$ cat config.mk
export PLATFORM = sky130hd
export DESIGN_NAME = dmac_engine
export DESIGN_NICKNAME = d
export VERILOG_FILES = /design/src/rtl/dmac_pkg.sv /design/src/rtl/dmac_addr_cnt.sv /design/src/rtl/dmac_engine.sv
export SDC_FILE = /design/constraint.sdc
export NUM_CORES = 1
export LEC_CHECK = 0
export CAP_MARGIN = 20
export CORE_UTILIZATION = 40
export DETAILED_ROUTE_END_ITERATION = 7
export GPL_ROUTABILITY_DRIVEN = 0
export GPL_TIMING_DRIVEN = 1
export HOLD_SLACK_MARGIN = 0.02
export PLACE_DENSITY_LB_ADDON = 0.12
export SLEW_MARGIN = 25
export SYNTH_ARGS = -nofsm -noshare
export SYNTH_HDL_FRONTEND = slang
export SYNTH_SLANG_ARGS = --single-unit
$ cat constraint.sdc
create_clock -name clk -period 2.5 [get_ports clk]
set_input_delay 0.25 -clock clk [delete_from_list [all_inputs] [get_ports clk]]
set_output_delay 0.25 -clock clk [all_outputs]
set_load 0.02 [all_outputs]
$ cat src/rtl/dmac_pkg.sv
// rtl/dmac_pkg.sv - shared state encodings and default widths for the DMA channel engine
package dmac_pkg;

  localparam int DEF_DATA_W    = 32;
  localparam int DEF_ADDR_W    = 32;
  localparam int DEF_CNT_W     = 16;
  localparam int DEF_ADDR_STEP = 4;

  typedef enum logic [2:0] {
    ST_IDLE = 3'd0,
    ST_REQ  = 3'd1,
    ST_RD_A = 3'd2,
    ST_RD_D = 3'd3,
    ST_WR   = 3'd4,
    ST_DONE = 3'd5
  } state_t;

endpackage

$ cat src/rtl/dmac_addr_cnt.sv
// rtl/dmac_addr_cnt.sv - loadable address register with fixed-step increment, wraps silently
module dmac_addr_cnt
  import dmac_pkg::*;
#(
  parameter int ADDR_W = DEF_ADDR_W,
  parameter int STEP   = DEF_ADDR_STEP
) (
  input  logic              clk,
  input  logic              reset,
  input  logic              load,
  input  logic              inc,
  input  logic [ADDR_W-1:0] din,
  output logic [ADDR_W-1:0] q
);

  always_ff @(posedge clk) begin
    if (reset) begin
      q <= '0;
    end else if (load) begin
      q <= din;
    end else if (inc) begin
      q <= q + ADDR_W'(STEP);
    end
  end

endmodule

$ cat src/rtl/dmac_engine.sv
// rtl/dmac_engine.sv - single-channel DMA copy engine: bus request/grant, read-then-write per word,
// sticky completion interrupt
module dmac_engine
  import dmac_pkg::*;
#(
  parameter int DATA_W    = DEF_DATA_W,
  parameter int ADDR_W    = DEF_ADDR_W,
  parameter int CNT_W     = DEF_CNT_W,
  parameter int ADDR_STEP = DEF_ADDR_STEP
) (
  input  logic              clk,
  input  logic              reset,
  input  logic              start,
  input  logic [ADDR_W-1:0] src_addr,
  input  logic [ADDR_W-1:0] dst_addr,
  input  logic [CNT_W-1:0]  size,
  input  logic              int_clr,
  output logic              m_req,
  input  logic              m_grant,
  output logic [ADDR_W-1:0] m_addr,
  output logic              m_wr,
  output logic [DATA_W-1:0] m_dout,
  input  logic [DATA_W-1:0] m_din,
  output logic              busy,
  output logic              interrupt
);

  state_t            state;
  logic [CNT_W-1:0]  cnt;
  logic [DATA_W-1:0] data_reg;
  logic [ADDR_W-1:0] src_q;
  logic [ADDR_W-1:0] dst_q;
  logic              accept;
  logic              enter_done;

  assign accept     = (state == ST_IDLE) && start;
  assign enter_done = (accept && (size == '0)) || ((state == ST_WR) && (cnt == CNT_W'(1)));
  assign m_dout     = data_reg;

  // Source advances as its read address leaves the bus, destination as its write does,
  // so each counter already holds the next word's address when it is presented.
  dmac_addr_cnt #(.ADDR_W(ADDR_W), .STEP(ADDR_STEP)) u_src_cnt (
    .clk   (clk),
    .reset (reset),
    .load  (accept),
    .inc   (state == ST_RD_A),
    .din   (src_addr),
    .q     (src_q)
  );

  dmac_addr_cnt #(.ADDR_W(ADDR_W), .STEP(ADDR_STEP)) u_dst_cnt (
    .clk   (clk),
    .reset (reset),
    .load  (accept),
    .inc   (state == ST_WR),
    .din   (dst_addr),
    .q     (dst_q)
  );

  always_ff @(posedge clk) begin
    if (reset) begin
      state     <= ST_IDLE;
      m_req     <= 1'b0;
      m_wr      <= 1'b0;
      m_addr    <= '0;
      busy      <= 1'b0;
      interrupt <= 1'b0;
      cnt       <= '0;
      data_reg  <= '0;
    end else begin
      case (state)
        ST_IDLE: begin
          if (start) begin
            cnt  <= size;
            busy <= 1'b1;
            if (size == '0) begin
              state <= ST_DONE;
            end else begin
              state <= ST_REQ;
              m_req <= 1'b1;
            end
          end
        end
        ST_REQ: begin
          if (m_grant) begin
            state  <= ST_RD_A;
            m_addr <= src_q;
            m_wr   <= 1'b0;
          end
        end
        ST_RD_A: begin
          state <= ST_RD_D;
        end
        ST_RD_D: begin
          data_reg <= m_din;
          m_addr   <= dst_q;
          m_wr     <= 1'b1;
          state    <= ST_WR;
        end
        ST_WR: begin
          m_wr <= 1'b0;
          cnt  <= cnt - CNT_W'(1);
          if (cnt == CNT_W'(1)) begin
            state <= ST_DONE;
            m_req <= 1'b0;
          end else begin
            state  <= ST_RD_A;
            m_addr <= src_q;
          end
        end
        ST_DONE: begin
          busy  <= 1'b0;
          state <= ST_IDLE;
        end
        default: begin
          state <= ST_IDLE;
        end
      endcase

      // Setting outranks a coincident clear, both on entry to and during DONE.
      interrupt <= enter_done || (state == ST_DONE) || (interrupt && !int_clr);
    end
  end

endmodule

# Word-level counts from Yosys, hierarchy flattened
# Cells that the tools add are included.
[totals]
reg_bits = 151
in_bits = 117
output_inout_bits = 68
elab_cells = 67
[classes]
n_addsub = 3
eq_ne = 11
muxes = 22
reduce_logical = 21
[ops]
columns = ["cell", "count"]
rows = [
  ["2-to-1 mux 32 bit", 6],
  ["one-hot mux 32 bit (3 select lines)", 1],
  ["adder 32 x 3 -> 32 bit (second input constant)", 2],
  ["one-hot mux 16 bit (2 select lines)", 1],
  ["equality test 16 x 1 -> 1 bit (second input constant)", 1],
  ["logical NOT 16 bit", 1],
  ["2-to-1 mux 16 bit", 1],
  ["subtractor 16 x 1 -> 16 bit (second input constant)", 1],
  ["one-hot mux 3 bit (5 select lines)", 1],
  ["2-to-1 mux 3 bit", 4],
  ["inequality test 2 bit (second input constant)", 5],
  ["AND reduction 2 bit", 4],
  ["nonzero test 2 bit", 4],
  ["equality test 3 x 2 -> 1 bit (second input constant)", 2],
  ["equality test 3 bit (second input constant)", 2],
  ["2-to-1 mux 1 bit", 5],
  ["logical AND 1 bit", 4],
  ["one-hot mux 1 bit (2 select lines)", 2],
  ["AND reduction 4 bit", 1],
  ["equality test 3 x 1 -> 1 bit (second input constant)", 1],
  ["logical NOT 3 bit", 1],
  ["logical OR 1 bit", 3],
  ["one-hot mux 1 bit (3 select lines)", 1],
  ["AND reduction 3 bit", 1],
  ["2 further kinds", 2],
]

# Depth between registers and ports, before layout
[logic_depth]
word_depth = 6
mapped_depth = 8
depth_no_buf = 6

# By module
# Synthesis repeated with hierarchy kept, for this count alone.
[hier_totals]
hier_cells = 967
area_unflattened_um2 = 8086.5
[modules_own_cells]
columns = ["module", "instances", "cells_per_inst", "area_per_inst_um2", "seq_area_each_um2"]
rows = [
  ["dmac_engine", 1, 499, 4300.4, 1741.7],
  ["dmac_addr_cnt", 2, 234, 1893.1, 640.6],
]

# Worst setup path before layout
# No wires, ideal clock.
[synth_path]
kind = "flip-flop to flip-flop"
from = "reg cnt[7]"
to = "reg m_addr[10]"
setup_time_ns = 0.146
arrival_ns = 2.167
required_ns = 2.354
setup_slack_ns = 0.187
path_stages_with_launch = 8
n_path_buf = 2
period_less_slack_ns = 2.313
path_cell_list = "dfxtp_1 -> or4_4 -> or4_4 -> o21ai_4 -> and2_4 -> buf_12 -> buf_12 -> a211oi_2"
[synth_between]
elab_chain_len = 3
[synth_lines]
columns = ["item", "line_no", "rtl"]
rows = [
  ["start: declaration", "dmac_engine.sv:29", "logic [CNT_W-1:0] cnt;"],
  ["start signal: assignment", "dmac_engine.sv:74", "cnt <= size;"],
  ["start signal: assignment", "dmac_engine.sv:102", "cnt <= cnt - CNT_W'(1);"],
  ["equality test 16 x 1 -> 1 bit", "dmac_engine.sv:103", "if (cnt == CNT_W'(1)) begin"],
  ["inequality test 2 bit (no line)", "-", ""],
  ["AND reduction 3 bit (no line)", "-", ""],
  ["end signal: assignment", "dmac_engine.sv:87", "m_addr <= src_q;"],
  ["end signal: assignment", "dmac_engine.sv:96", "m_addr <= dst_q;"],
  ["end signal: assignment", "dmac_engine.sv:108", "m_addr <= src_q;"],
  ["end: declaration", "dmac_engine.sv:20", "output logic [ADDR_W-1:0] m_addr,"],
]
# No other way between the ends.
# A chain may end at the register's enable or synchronous reset.

# Final worst setup path
[layout_path]
from = "reg cnt[8]"
to = "reg m_addr[4]"
# The elaborated chain is that of the path after synthesis.

==> results.toml <==
[run_status]
status = "completed"

[setup_path]
worst-setup-path-type = "reg -> reg"
critPathMaxFanout = 12
timing.critical_path.required_ns = 2.85
worst_setup_path_end_kind = "flop"
critPathLaunchType = "flop"
regToRegSetupSlack_ns = 0.13
critical_path_arrival_ns = 2.72

[route]
ant_nets = 0
drt_wl_total_um = 23310
drt-initial-drc-count = 555
detail_route.first_pass.iterations = 5
dr_total_vias = 7336
wl_per_cell_um = 17.18
drc_errors_left = 0
post_drt_via_cell_ratio = 5.406

[power]
switchingPower_uw = 2684
internal-power_uw = 5397
share_seq_of_total_power = 0.389
p_comb_frac = 0.275
power.share.switching = 0.3322
power.share.clock = 0.335
power.density_cell_area_mw_per_mm2 = 763.1
power.static_leakage_uw = 0.003541
worst_supply_voltage_drop_on_vdd_v = 0.0004577
p_total_uw = 8082

[clock_network]
cts_buffer_count = 17
post_cts.repair.setup_buffers = 0
hold_buffer_count_at_cts = 0
cts_resized = 0
clkTransAtPathRegs_ns = 0.06
clk-insertion-delay-late_ns = 0.43
cts_tree = "done"
clock_sink_count = 151
max-clock-path-buffers = 2
number_of_h_tree_branching_levels = 4
cts-root-buf = "sky130_fd_sc_hd__clkbuf_16"

[sta]
setup_tns_after_final_layout_ns = 0
unrepaired_setup_endpoints_after_global_routing = "no"
max_freq_ghz = 0.4217
timing_worst_slew_pin_value_ns = 0.6699
final.setup_skew_ns = 0.008841
timing.slew.headroom = 0.5518
slew_viol_final = 0
post-route-worst-setup-slack_ns = 0.1287
min_period_over_period = 0.9485
final-hold-violation-count = 0
finalSetupViolCount = 0
min_period_ns = 2.371

[placement]
io_buffers = 184
dp_hpwl_um = 16470
dpl-instance-area_sq_mm = 0.009973
pre_cts_worst_setup_slack_ns = 0.1631

[yosys]
synth.yosys.seq_area_share = 0.3878
ys_async_sr_fraction = 0
synth.lib_cells_used.distinct = 58
syn_avg_cell_area_sq_um = 8.473
netlist_area_sq_mm = 0.007795
synth_flop_cell = "sky130_fd_sc_hd__dfxtp_1"
count_of_flip_flops_with_a_built_in_enable_after_synthesis = 0
synth_seq_cells = 151
synthesis.instances = 920
yosys_warnings = 0
number_of_nets_in_the_synthesized_netlist = 1041

[worst_hold_path]
worst_hold_path_type = "in -> reg"

[die]
core.rowCount = 50
die_area_sq_mm = 0.02005
initial_core_util = 0.4126
die_h_um = 141.6
io_pins = 185
die_width_um = 141.6
placeableCoreArea_sq_mm = 0.01889

[global_route]
grt.total_usage = 0.2321
grt_pass1_vias = 6713
initial_antenna_violation_count = 0
global_route_wire_length_before_repair_um = 36600
grt_ovf = 0
pin_count_of_the_biggest_net_entering_global_routing = 62

[finish]
antenna-diode-count = 0
syn_to_final_growth_pct = 35.86
post-route-cell-area_sq_mm = 0.01059
final_layout_size_suffix_gt1_frac = 0.1267
fin_nets = 1205
fraction_of_the_core_area_covered_by_cells_at_the_end_of_the_flow = 0.5605
layout_common_cells = "sky130_fd_sc_hd__clkdlybuf4s50_1 (183), sky130_fd_sc_hd__dfxtp_1 (151), sky130_fd_sc_hd__nand2_1 (113)"
layout_commonest_cell = "sky130_fd_sc_hd__clkdlybuf4s50_1"

[flow_run]
max_cap_viol = 0
area by class of cell:
type,count,area [sq um]
timing repair buffer,215,2172
inverter,45,168.9
multi-input combinational,654,4284
fill,1837,8303
sequential,151,3023
clock buffer,17,425.4
tap,260,325.3
clock inverter,15,191.4
power by group through the flow:
stage / Sequential [uW] / Clock (uW) / Combinational [uW]
6_report: 3150 / 2710 / 2230
5_1_grt: 3200 / 2840 / 2420
4_1_cts: 3140 / 2750 / 2230
3_5_place_dp: 3190 / 0 / 2220
3_3_place_gp: 3180 / 0 / 2210
2_1_floorplan: 3200 / 0 / 1300
through the flow:
stage	hold slack (ns)	cells
floorplan	0.3586	920
global placement	0.4420	1325
finish	0.2856	1357
global route	0.2900	1357
detailed placement	0.4471	1325
CTS	0.2690	1357
synth_stat cells (all sizes together), types with 4 or more instances:
master  number  area, sq um
o22ai        5        31.28
nand3       21        105.1
nand4       27        168.9
o211ai       7        52.55
a211oi      80        750.7
a221oi      35        488.0
and3        10        62.56
nor4        17        112.6
xor2        21        183.9
nor2        86        322.8
mux2i        4        40.04
nor3        21        110.1
a311oi       4        35.03
a21oi       68        340.3
and4         8        70.07
and2        31        196.4
o21ai       15        86.33
xnor2       27        236.5
ha           4        50.05
buf         12        133.9
or3          8        50.05
a31oi        6        37.54
clkbuf      58        217.7
inv         45        168.9
dfxtp      151         3023
nand2      114        427.9
nand2b       5        31.28
state kept, by name (all words and copies together) (netlist names):
register,cells
m_wr,1
m_dout,32
state,3
m_req,1
m_addr,32
u_src_cnt.q,32
interrupt,1
busy,1
u_dst_cnt.q,32
cnt,16
per-layer routing:
metal	global-route usage	wire (um)	share of wire
met5	0	0	0
met4	0.05716	236	0.010
met3	0.04455	1612	0.069
met2	0.3606	10600	0.45
met1	0.3291	10860	0.47
worst max-delay path, cell delays in order (launching register included):
cell and delay (ns):
sky130_fd_sc_hd__dfxtp_1 0.35, sky130_fd_sc_hd__or4_4 0.57, sky130_fd_sc_hd__or4_4 0.54, sky130_fd_sc_hd__o21ai_4 0.23, sky130_fd_sc_hd__buf_4 0.29, sky130_fd_sc_hd__a221oi_2 0.09
sky130_fd_sc_hd__a211oi_2 0.21
path summary, 6_finish.rpt:
kind / depth (start not counted) / endpoint / from
max reg2reg: 6 / m_addr[4]$_SDFFE_PP0P_ / cnt[8]$_SDFFE_PP0P_
min: 2 / busy$_SDFFE_PP0P_ / reset
max: 6 / m_addr[4]$_SDFFE_PP0P_ / cnt[8]$_SDFFE_PP0P_
min reg2reg: 2 / m_dout[19]$_SDFFE_PP0P_ / m_dout[19]$_SDFFE_PP0P_
logic make-up (layout without fill, tap and decap cells):
kind of cell,count (synthesis),after routing,synth area share
AND/OR/NAND/NOR,362,362,0.2286
multiplexers,5,5,0.006581
adder cells (fa/ha/maj),4,4,0.006421
XOR/XNOR,48,48,0.05393
buffers and inverters,115,292,0.06677
AO/OA/AOI/OAI,235,235,0.2499
flip-flops,151,151,0.3878
(Power assumes the default switching activity.)
==> patch, RTL diff (same flow settings) <==
`DEF_DATA_W`: 32 -> 28.
--- a/src/rtl/dmac_pkg.sv
+++ b/src/rtl/dmac_pkg.sv
@@ -3,3 +3,3 @@
 
-  localparam int DEF_DATA_W    = 32;
+  localparam int DEF_DATA_W    = 28;
   localparam int DEF_ADDR_W    = 32;
Interface: changed (resized m_din and m_dout); port bits go from 185 to 177. The function was not compared with the original's and may differ.
==> patch against the unedited design <==
- sequential share of layout area shrank 0.22 points
- global-route usage grew 1.2 points
- design area shrank 1.9%
- sequential cell count shrank 4
- count of clock-buffer cells in the layout is the same
- clock power shrank 4%
- sequential power shrank 8.6%
- worst setup slack gained 0.19 ns
- wire length grew 1.7%
- non-clock buffer count grew 2
- total power shrank 12%
- utilization shrank 0.70 points
- synthesized cell count grew 4.3%
- area after synthesis shrank 1.6%
- largest cell class unchanged
==> patch: results <==
{
  "status": "complete, no violations",
  "power_density_nw_per_um2": 682,
  "synth_compound_area_frac": 0.195,
  "track_usage": 0.244,
  "grt_max_degree": 91,
  "synth_most_common_cell": "nand2_1",
  "synth.area.mux_share": 0.0536,
  "synth_top_family_by_area": "simple AND/OR/NAND/NOR gates",
  "place_ws_ns": 0.294,
  "die_area_um2": 19700,
  "slowest_delay_ns": 0.68,
  "hold_ws_ns": 0.215,
  "dr.first_iter.drc_count": 446,
  "nets": 1238,
  "clock_net_power_mw": 2.59,
  "multi_input_area_share": 0.422,
  "cp.arrival_ns": 2.53,
  "ys_seq_area_frac": 0.383,
  "routedWlPerCell_um": 17.3,
  "worst_clock_skew_ns": 0.00873,
  "route.vias.total": 7712,
  "final_cell_count_no_fill": 1368,
  "placed_area_um2": 9800,
  "multiInputCombCellCount": 721,
  "inv_count": 17,
  "numPortBuffers": 176,
  "avgSynthCellArea_um2": 7.99,
  "grt_pass1_vias": 7202,
  "r2r_cells": 4,
  "worst_r2r_endpoint": "u_dst_cnt.q[29]$_SDFFE_PP0N_",
  "holdPathEnd": "cnt[1]$_SDFFE_PP0P_",
  "seq_share": 0.283,
  "grt_pass1_wl_um": 37700,
  "nonClkBufAreaFrac": 0.204,
  "p_seq_mw": 2.88,
  "power.total_mw": 7.09,
  "path_max_fanout": 23,
  "r2r_slack_ns": 0.32,
  "synthAdderAreaFrac": 0.00652,
  "synth_area_leaders": "dfxtp_1 38%, nand2_1 7.6%, a21oi_1 5.0%, mux2_2 4.8%, nor2_1 3.7%",
  "internal_power_mw": 4.78,
  "clock_sinks": 147,
  "synth_nets": 1077,
  "netlist_top_cells_count": "156 x nand2_1, 147 x dfxtp_1, 76 x a21oi_1, 76 x nor2_1, 57 x clkbuf_1",
  "n_all_buffers": 217,
  "placedCellCount": 1336
}
## patch: cell types whose count changed after synthesis, moves of 21 or more
| cell | change |
|---|---|
| a221oi_2 | -29 |
| a211oi_1 | -23 |
| and2_1 | -28 |
| mux2_2 | +32 |
| inv_1 | -28 |
| nor2b_1 | +31 |
| a211oi_2 | -29 |
| o31ai_1 | +21 |
| or4_1 | +29 |
| nand2_1 | +42 |
## patch: cells by family (layout without fill, tap and decap cells)
kind of cell             count (synthesis)  after routing
adder cells (fa/ha/maj)                  4              4
multiplexers                            37             37
buffers and inverters                   92            266
AND/OR/NAND/NOR                        438            438
AO/OA/AOI/OAI                          222            222
XOR/XNOR                                20             20
flip-flops                             147            147
## patch: per-layer routing
| metal | GRT usage | vias up | share of wire |
|---|---|---|---|
| met3 | 0.0561 | 45 | 0.059 |
| met2 | 0.403 | 237 | 0.47 |
| met4 | 0.113 | 0 | 0.033 |
| met1 | 0.301 | 3591 | 0.44 |
| li1 | - | 3839 | - |
| met5 | 0 | - | 0 |
